==> config.mk <==
export PLATFORM = sky130hd
export DESIGN_NAME = neuron_acc_ctrl
export DESIGN_NICKNAME = d
export VERILOG_FILES = /design/src/rtl/neuron_acc_ctrl.sv
export SDC_FILE = /design/constraint.sdc
export NUM_CORES = 1
export LEC_CHECK = 0
export BUFFER_PORTS_ARGS = -buffer_cell sky130_fd_sc_hd__buf_2
export CORE_MARGIN = 2
export CORE_UTILIZATION = 56
export CTS_BUF_LIST = sky130_fd_sc_hd__clkbuf_8 sky130_fd_sc_hd__clkbuf_16
export DETAILED_ROUTE_END_ITERATION = 8
export GPL_TIMING_DRIVEN = 0
export PLACE_DENSITY = 0.75
export SYNTH_ARGS = -nofsm -noshare
export SYNTH_HDL_FRONTEND = slang
export SYNTH_SLANG_ARGS = --single-unit
==> constraint.sdc <==
create_clock -name clk -period 6.8 [get_ports clk]
set_clock_uncertainty 0.2 [all_clocks]
set_input_delay 1.36 -clock clk [delete_from_list [all_inputs] [get_ports clk]]
set_output_delay 1.36 -clock clk [all_outputs]
set_load 0.02 [all_outputs]
==> src/rtl/neuron_acc_ctrl.sv <==
// Sequencing controller around a fixed-latency adder tree: it tags chunks through the pipe,
// keeps a saturating total per neuron, and queues finished totals in a credit-protected FWFT FIFO.
module neuron_acc_ctrl #(
   parameter int WIDTH_IN  = 8,
   parameter int ADD_LAT   = 2,
   parameter int ACC_W     = WIDTH_IN + 16,
   parameter int OUT_DEPTH = 4,
   parameter int CNT_W     = 8
) (
   input  logic                        clk,
   input  logic                        rst,
   input  logic [CNT_W-1:0]            cfg_num_chunks,
   input  logic                        in_valid,
   output logic                        in_ready,
   input  logic signed [WIDTH_IN+10:0] add_sum,
   output logic                        out_valid,
   input  logic                        out_ready,
   output logic signed [ACC_W-1:0]     out_data,
   output logic                        out_sign,
   output logic                        out_sat,
   output logic                        busy
);
   localparam int SUM_W = WIDTH_IN + 11;
   localparam int PTR_W = (OUT_DEPTH > 1) ? $clog2(OUT_DEPTH) : 1;
   localparam int CRD_W = $clog2(OUT_DEPTH + ADD_LAT + 2) + 1;

   typedef enum logic [0:0] {IDLE = 1'b0, FEED = 1'b1} feed_state_t;

   feed_state_t             state, state_next;
   logic [CNT_W-1:0]        chunk_cnt, chunk_cnt_next, num_lat, num_lat_next, cfg_n;
   logic [ADD_LAT-1:0]      tag_valid, tag_first, tag_last;
   logic signed [ACC_W-1:0] acc, acc_next;
   logic                    sat_flag, sat_next, acc_ovf;
   logic signed [ACC_W-1:0] data_mem [OUT_DEPTH];
   logic [OUT_DEPTH-1:0]    sat_mem;
   logic [PTR_W-1:0]        rd_ptr, wr_ptr;
   logic [CRD_W-1:0]        fifo_count, pend_last;
   logic                    accept, next_first, next_last;
   logic                    ret_valid, ret_first, ret_last, push, pop;

   // Add a sign-extended adder sum to the base; returns {saturated, clamped_value}.
   function automatic logic [ACC_W:0] sat_add(input logic [ACC_W-1:0] base,
                                              input logic [SUM_W-1:0] addend);
      logic [ACC_W:0] wide;
      wide = {base[ACC_W-1], base} + {{(ACC_W+1-SUM_W){addend[SUM_W-1]}}, addend};
      if (wide[ACC_W] != wide[ACC_W-1]) begin
         sat_add = {1'b1, wide[ACC_W], {(ACC_W-1){~wide[ACC_W]}}};
      end else begin
         sat_add = {1'b0, wide[ACC_W-1:0]};
      end
   endfunction

   // Circular FIFO pointer advance that also works for non-power-of-two depths.
   function automatic logic [PTR_W-1:0] ptr_inc(input logic [PTR_W-1:0] p);
      if (p == PTR_W'(OUT_DEPTH - 1)) begin
         ptr_inc = {PTR_W{1'b0}};
      end else begin
         ptr_inc = p + PTR_W'(1);
      end
   endfunction

   assign cfg_n  = (cfg_num_chunks == {CNT_W{1'b0}}) ? CNT_W'(1) : cfg_num_chunks;
   assign accept = in_valid && in_ready;

   // Tag for the chunk that would be accepted now; independent of in_valid so in_ready is too.
   always_comb begin
      next_first = 1'b0;
      next_last  = 1'b0;
      case (state)
         IDLE: begin
            next_first = 1'b1;
            next_last  = (cfg_n == CNT_W'(1));
         end
         FEED: begin
            next_first = 1'b0;
            next_last  = (chunk_cnt == (num_lat - CNT_W'(1)));
         end
         default: begin
            next_first = 1'b0;
            next_last  = 1'b0;
         end
      endcase
   end

   // Feed FSM next-state: N is latched only on the first chunk of a neuron.
   always_comb begin
      state_next     = state;
      chunk_cnt_next = chunk_cnt;
      num_lat_next   = num_lat;
      if (accept) begin
         if (state == IDLE) begin
            num_lat_next   = cfg_n;
            chunk_cnt_next = CNT_W'(1);
         end else begin
            chunk_cnt_next = chunk_cnt + CNT_W'(1);
         end
         state_next = next_last ? IDLE : FEED;
      end else begin
         state_next = state;
      end
   end

   // Feed FSM state register.
   always_ff @(posedge clk or posedge rst) begin
      if (rst) begin
         state     <= IDLE;
         chunk_cnt <= {CNT_W{1'b0}};
         num_lat   <= {CNT_W{1'b0}};
      end else begin
         state     <= state_next;
         chunk_cnt <= chunk_cnt_next;
         num_lat   <= num_lat_next;
      end
   end

   // Tag pipeline mirrors the adder tree latency; idle cycles shift in an invalid entry.
   always_ff @(posedge clk or posedge rst) begin
      if (rst) begin
         tag_valid <= {ADD_LAT{1'b0}};
         tag_first <= {ADD_LAT{1'b0}};
         tag_last  <= {ADD_LAT{1'b0}};
      end else begin
         tag_valid[0] <= accept;
         tag_first[0] <= accept && next_first;
         tag_last[0]  <= accept && next_last;
         for (int i = 1; i < ADD_LAT; i++) begin
            tag_valid[i] <= tag_valid[i-1];
            tag_first[i] <= tag_first[i-1];
            tag_last[i]  <= tag_last[i-1];
         end
      end
   end

   assign ret_valid = tag_valid[ADD_LAT-1];
   assign ret_first = tag_first[ADD_LAT-1];
   assign ret_last  = tag_last[ADD_LAT-1];

   // Every in-flight last tag already owns a FIFO slot.
   always_comb begin
      pend_last = {CRD_W{1'b0}};
      for (int i = 0; i < ADD_LAT; i++) begin
         if (tag_valid[i] && tag_last[i]) begin
            pend_last = pend_last + CRD_W'(1);
         end else begin
            pend_last = pend_last;
         end
      end
   end

   assign in_ready = (fifo_count + pend_last + CRD_W'(next_last)) <= CRD_W'(OUT_DEPTH);

   assign {acc_ovf, acc_next} = sat_add(ret_first ? {ACC_W{1'b0}} : acc, add_sum);
   assign sat_next = (ret_first ? 1'b0 : sat_flag) | acc_ovf;
   assign push     = ret_valid && ret_last;
   assign pop      = out_valid && out_ready;

   // Running neuron total and its sticky saturation flag.
   always_ff @(posedge clk or posedge rst) begin
      if (rst) begin
         acc      <= {ACC_W{1'b0}};
         sat_flag <= 1'b0;
      end else if (ret_valid) begin
         acc      <= acc_next;
         sat_flag <= sat_next;
      end else begin
         acc      <= acc;
         sat_flag <= sat_flag;
      end
   end

   // Result FIFO storage, pointers and occupancy.
   always_ff @(posedge clk or posedge rst) begin
      if (rst) begin
         for (int i = 0; i < OUT_DEPTH; i++) begin
            data_mem[i] <= {ACC_W{1'b0}};
         end
         sat_mem    <= {OUT_DEPTH{1'b0}};
         rd_ptr     <= {PTR_W{1'b0}};
         wr_ptr     <= {PTR_W{1'b0}};
         fifo_count <= {CRD_W{1'b0}};
      end else begin
         if (push) begin
            data_mem[wr_ptr] <= acc_next;
            sat_mem[wr_ptr]  <= sat_next;
            wr_ptr           <= ptr_inc(wr_ptr);
         end
         if (pop) begin
            rd_ptr <= ptr_inc(rd_ptr);
         end
         fifo_count <= fifo_count + CRD_W'(push) - CRD_W'(pop);
      end
   end

   assign out_valid = (fifo_count != {CRD_W{1'b0}});
   assign out_data  = data_mem[rd_ptr];
   assign out_sign  = ~out_data[ACC_W-1];
   assign out_sat   = sat_mem[rd_ptr];
   assign busy      = (state == FEED) || (|tag_valid);
endmodule

==> results.txt <==
The flow ran to the end, and the final reports show no timing, DRC or antenna violations. The number of CTS-inserted buffers came out at 17. After detailed routing, the number of vias per cell comes to 5.85.

Measured in cells, the most critical reg-to-reg path has a length of 16. The async set or reset register ratio after synthesis came out at 100%. The first-pass GRT wire length came out at 32800 microns. The class of the most critical setup path is flip-flop to primary output.

The worst setup path is launched from a flip-flop. The die boundary height is 126 microns. The maximum number of pins on one net before global-route repair is 94. The number of buffers and inverters on the critical path is 3.

Once detail routing completed, the nets flagged for antenna violations numbered 0. The starting density of the core is 57.1%. The data arrival time at the worst-slack endpoint is 3920 ps. The worst pin sits at a relative slew slack of 46.1%. For this run, the total global-route usage over all layers was measured as 26.2%. Measured along the x axis, the die boundary spans 126 microns.

The upper clock frequency limit is 0.182 GHz. The time the worst path needs with I/O delays and setup came out at 5480 ps. The transition time of the tightest slew-check pin came out at 808 ps. In this design, the largest share of critical-path delay is due to adder cells. The average cell area after synthesis is 9.89 sq um. The slowest stage of the critical path belongs to the cell sky130_fd_sc_hd__or4_1.

The sequential element share of the synthesized area came out at 47.0%. TritonCTS built the clock tree. The maximum fanout encountered on the critical timing path is 6. The number of gates resized after CTS was 0. The initial antenna violation count was 0. The critical path starts at num_lat[0]$_DFFE_PP0P_. The count of distinct cell types in the synthesized netlist is 52. Across the run, the number of max-cap violations was 0. The sink count of the clock tree came out at 156. The post-placement setup slack is 1290 ps. The number of placement rows is 44. The number of fill cells in the layout is 1209.

The weighted congestion reported at the end of routability-driven placement is 0.903. The largest single stage delay on the critical path is 470 ps. In the final layout, the share of cells above drive strength 1 is 16.3%. Port buffering added 59 buffers. The cell leakage power is 0.00427 uW. The utilization after layout is 65.2%.

The leftover overflow at the end of global routing is 0. The worst-case IR drop observed on VDD is 0.453 mV. For the final routed database, the setup TNS stands at 0 ps. Setup violations remaining at the end of the flow were counted as 0. Summing internal, switching and leakage power gives 4770 uW. The routed via count came out at 6531. The post-synthesis instance area is 0.00831 sq mm. The number of failing hold endpoints at the final stage came out at 0.

After the last flow step, the layout net total stands at 994. The reg-to-reg setup timing slack is 1630 ps. The placed wire-length estimate came out at 13500 microns. For the worst setup path, the data required time is 5240 ps. For this run, the leading register cell type out of synthesis is sky130_fd_sc_hd__dfrtp_1.

The total power divided by cell area came out at 503 mW/mm^2. Relative to the synthesized area, the layout overhead comes to 14.1%. The synthesized design contains 0 enable-type register cells. The clock insertion delay at the later pin of the skew report is 440 ps. The worst register-to-register path begins at tag_first[1]$_DFF_PP0_. In this run the worst setup path terminates at in_ready.

STA classifies the critical path endpoint as a primary output. The first-pass iteration count of the detailed router is 8. The post-CTS setup repair buffer count is 0. The synthesized netlist cell count is 840. The total die area came out at 0.0158 sq mm. The worst path uses 80.6% of the clock period. The critical register-to-register path endpoint is data_mem[69]$_DFFE_PP0P_.

The remaining design rule violation count came out at 0. The number of slew-limit violations in the final report is 0. Setup repair after global routing left no endpoint under its margin. The count of state elements after synthesis is 156. After the first detailed-routing iteration, the DRC count stood at 438. The via count of the first global-routing pass is 6509.

The total of hold buffers inserted after clock tree synthesis came out at 0. In this run the number of H-tree levels came out at 4. The tree is rooted in a sky130_fd_sc_hd__clkbuf_16. The Yosys step of the flow raised 0 warnings. The total nets after synthesis is 915. Hold is met by 156 ps. The floorplan core area is 0.0145 sq mm. The path length in cells of the critical path is 16. Walking the worst path, the cells encountered are inv_1, ha_1, nor4_1, a32o_1, a22oi_1, nor2_1, a21oi_1, or4_1, and2_1, fa_1, inv_1, fa_1, o22ai_1, a21oi_1, nor2_1, buf_2. The total length of routed wires came out at 19300 microns. The number of buffers on the longest clock path is 2. The I/O pin count is 60.

The post-detailed-route wirelength per cell came out at 17.3 microns. The repair_antennas step left the layout with diodes totalling 0. The path class of the tightest hold or removal check is flip-flop to flip-flop. After clock tree synthesis, the clock-pin slew on the worst setup and hold paths is 60 ps. The least setup slack across all paths after layout came out at 1320 ps.
==> worst register-to-register path, delay by kind of cell, from the launching register on <==
family                     cells  cell delay (ps)
AOI/OAI and AO/OA              9             2300
buffers and inverters          3             1150
adders and majority gates      2              730
DFF                            1              460
xor gates and xnor gates       1              150
and+or+nand+nor                1              100
==> kinds of logic (layout without fill, tap and decap cells) <==
| logic type | count (synthesis) | after routing | share of synthesized area (%) |
|---|---|---|---|
| and+or+nand+nor | 255 | 255 | 13.5 |
| adders and majority gates | 44 | 44 | 6.99 |
| muxes | 34 | 34 | 7.95 |
| buffers and inverters | 74 | 166 | 3.39 |
| DFF | 156 | 156 | 47.0 |
| AOI/OAI and AO/OA | 240 | 240 | 17.3 |
| xor gates and xnor gates | 37 | 37 | 3.90 |
==> placed cells by master, fill, tap and decap left out, types with 18 or more instances in the layout <==
cell	Yosys	layout
sky130_fd_sc_hd__nor2b_1	30	30
sky130_fd_sc_hd__nand2_1	133	133
sky130_fd_sc_hd__a21oi_2	18	18
sky130_fd_sc_hd__mux4_2	25	25
sky130_fd_sc_hd__a21oi_1	47	47
sky130_fd_sc_hd__ha_1	40	40
sky130_fd_sc_hd__xnor2_1	21	21
sky130_fd_sc_hd__buf_2	3	62
sky130_fd_sc_hd__inv_1	29	29
sky130_fd_sc_hd__o21ai_0	117	117
sky130_fd_sc_hd__dfrtp_1	156	156
sky130_fd_sc_hd__nor2_1	52	52
sky130_fd_sc_hd__clkbuf_1	35	35
==> through the flow <==
| stage | cells | instance area, sq um |
|---|---|---|
| 2_1_floorplan | 840 | 8310 |
| 3_3_place_gp | 1083 | 8830 |
| 3_5_place_dp | 1084 | 8860 |
| 4_1_cts | 1116 | 9480 |
| 5_1_grt | 1116 | 9480 |
| 6_report | 1116 | 9480 |
==> routing by layer <==
| metal | part of all wire (%) | track usage [%] | vias to the layer above |
|---|---|---|---|
| met3 | 5.2 | 4.76 | 31 |
| li1 | - | - | 3101 |
| met2 | 46 | 40.2 | 168 |
| met4 | 1.9 | 9.37 | 0 |
| met1 | 47 | 38.1 | 3231 |
| met5 | 0 | 0 | - |
==> how the worst min path moves through the flow <==
| stage | start | end | slack, ps | cells after the start |
|---|---|---|---|---|
| after floorplan | tag_first[0]$_DFF_PP0_ | tag_first[1]$_DFF_PP0_ | 130 | 0 |
| after global placement | tag_first[0]$_DFF_PP0_ | tag_first[1]$_DFF_PP0_ | 130 | 0 |
| after detailed placement | tag_first[0]$_DFF_PP0_ | tag_first[1]$_DFF_PP0_ | 140 | 0 |
| after CTS | tag_first[0]$_DFF_PP0_ | tag_first[1]$_DFF_PP0_ | 160 | 0 |
| after global routing | tag_first[0]$_DFF_PP0_ | tag_first[1]$_DFF_PP0_ | 160 | 0 |
| final | tag_first[0]$_DFF_PP0_ | tag_first[1]$_DFF_PP0_ | 160 | 0 |
==> area by class of cell <==
class / instances / area [sq um] / area share, %
multi-input cells: 610 / 4120 / 43.5
flip-flops and latches: 156 / 3900 / 41.2
inverters: 30 / 118 / 1.24
clock buffers: 19 / 453 / 4.78
well taps: 184 / 230 / 2.43
plain buffers: 44 / 169 / 1.78
repair buffers: 60 / 323 / 3.41
clock inverters: 13 / 161 / 1.70
==> power by group <==
part           switching, uW  leakage [uW]  total [uW]  internal, uW
combinational           1740       0.00241        2590           851
sequential               109       0.00156        1190          1080
clock                    417      0.000298         986           569
total                   2260       0.00427        4770          2500
==> state kept, by name, indices dropped and copies added, names as in the netlist <==
signal and count:
tag_valid 2, rd_ptr 2, fifo_count 4, chunk_cnt 8
tag_first 2, tag_last 2, sat_flag 1, state 1
num_lat 8, sat_mem 4, data_mem 96, acc 24
wr_ptr 2
==> synth_stat cells (16+ instances only) <==
cell type	count	area, sq um
sky130_fd_sc_hd__o21ai_0	117	586
sky130_fd_sc_hd__xnor2_1	21	184
sky130_fd_sc_hd__nor2_1	52	195
sky130_fd_sc_hd__nand2_1	133	499
sky130_fd_sc_hd__dfrtp_1	156	3900
sky130_fd_sc_hd__xor2_1	16	140
sky130_fd_sc_hd__mux4_2	25	563
sky130_fd_sc_hd__a21oi_1	47	235
sky130_fd_sc_hd__ha_1	40	500
sky130_fd_sc_hd__nor2b_1	30	188
sky130_fd_sc_hd__inv_1	29	109
sky130_fd_sc_hd__a21oi_2	18	158
sky130_fd_sc_hd__clkbuf_1	35	131
Note: power is estimated with default switching activity, not from simulation.
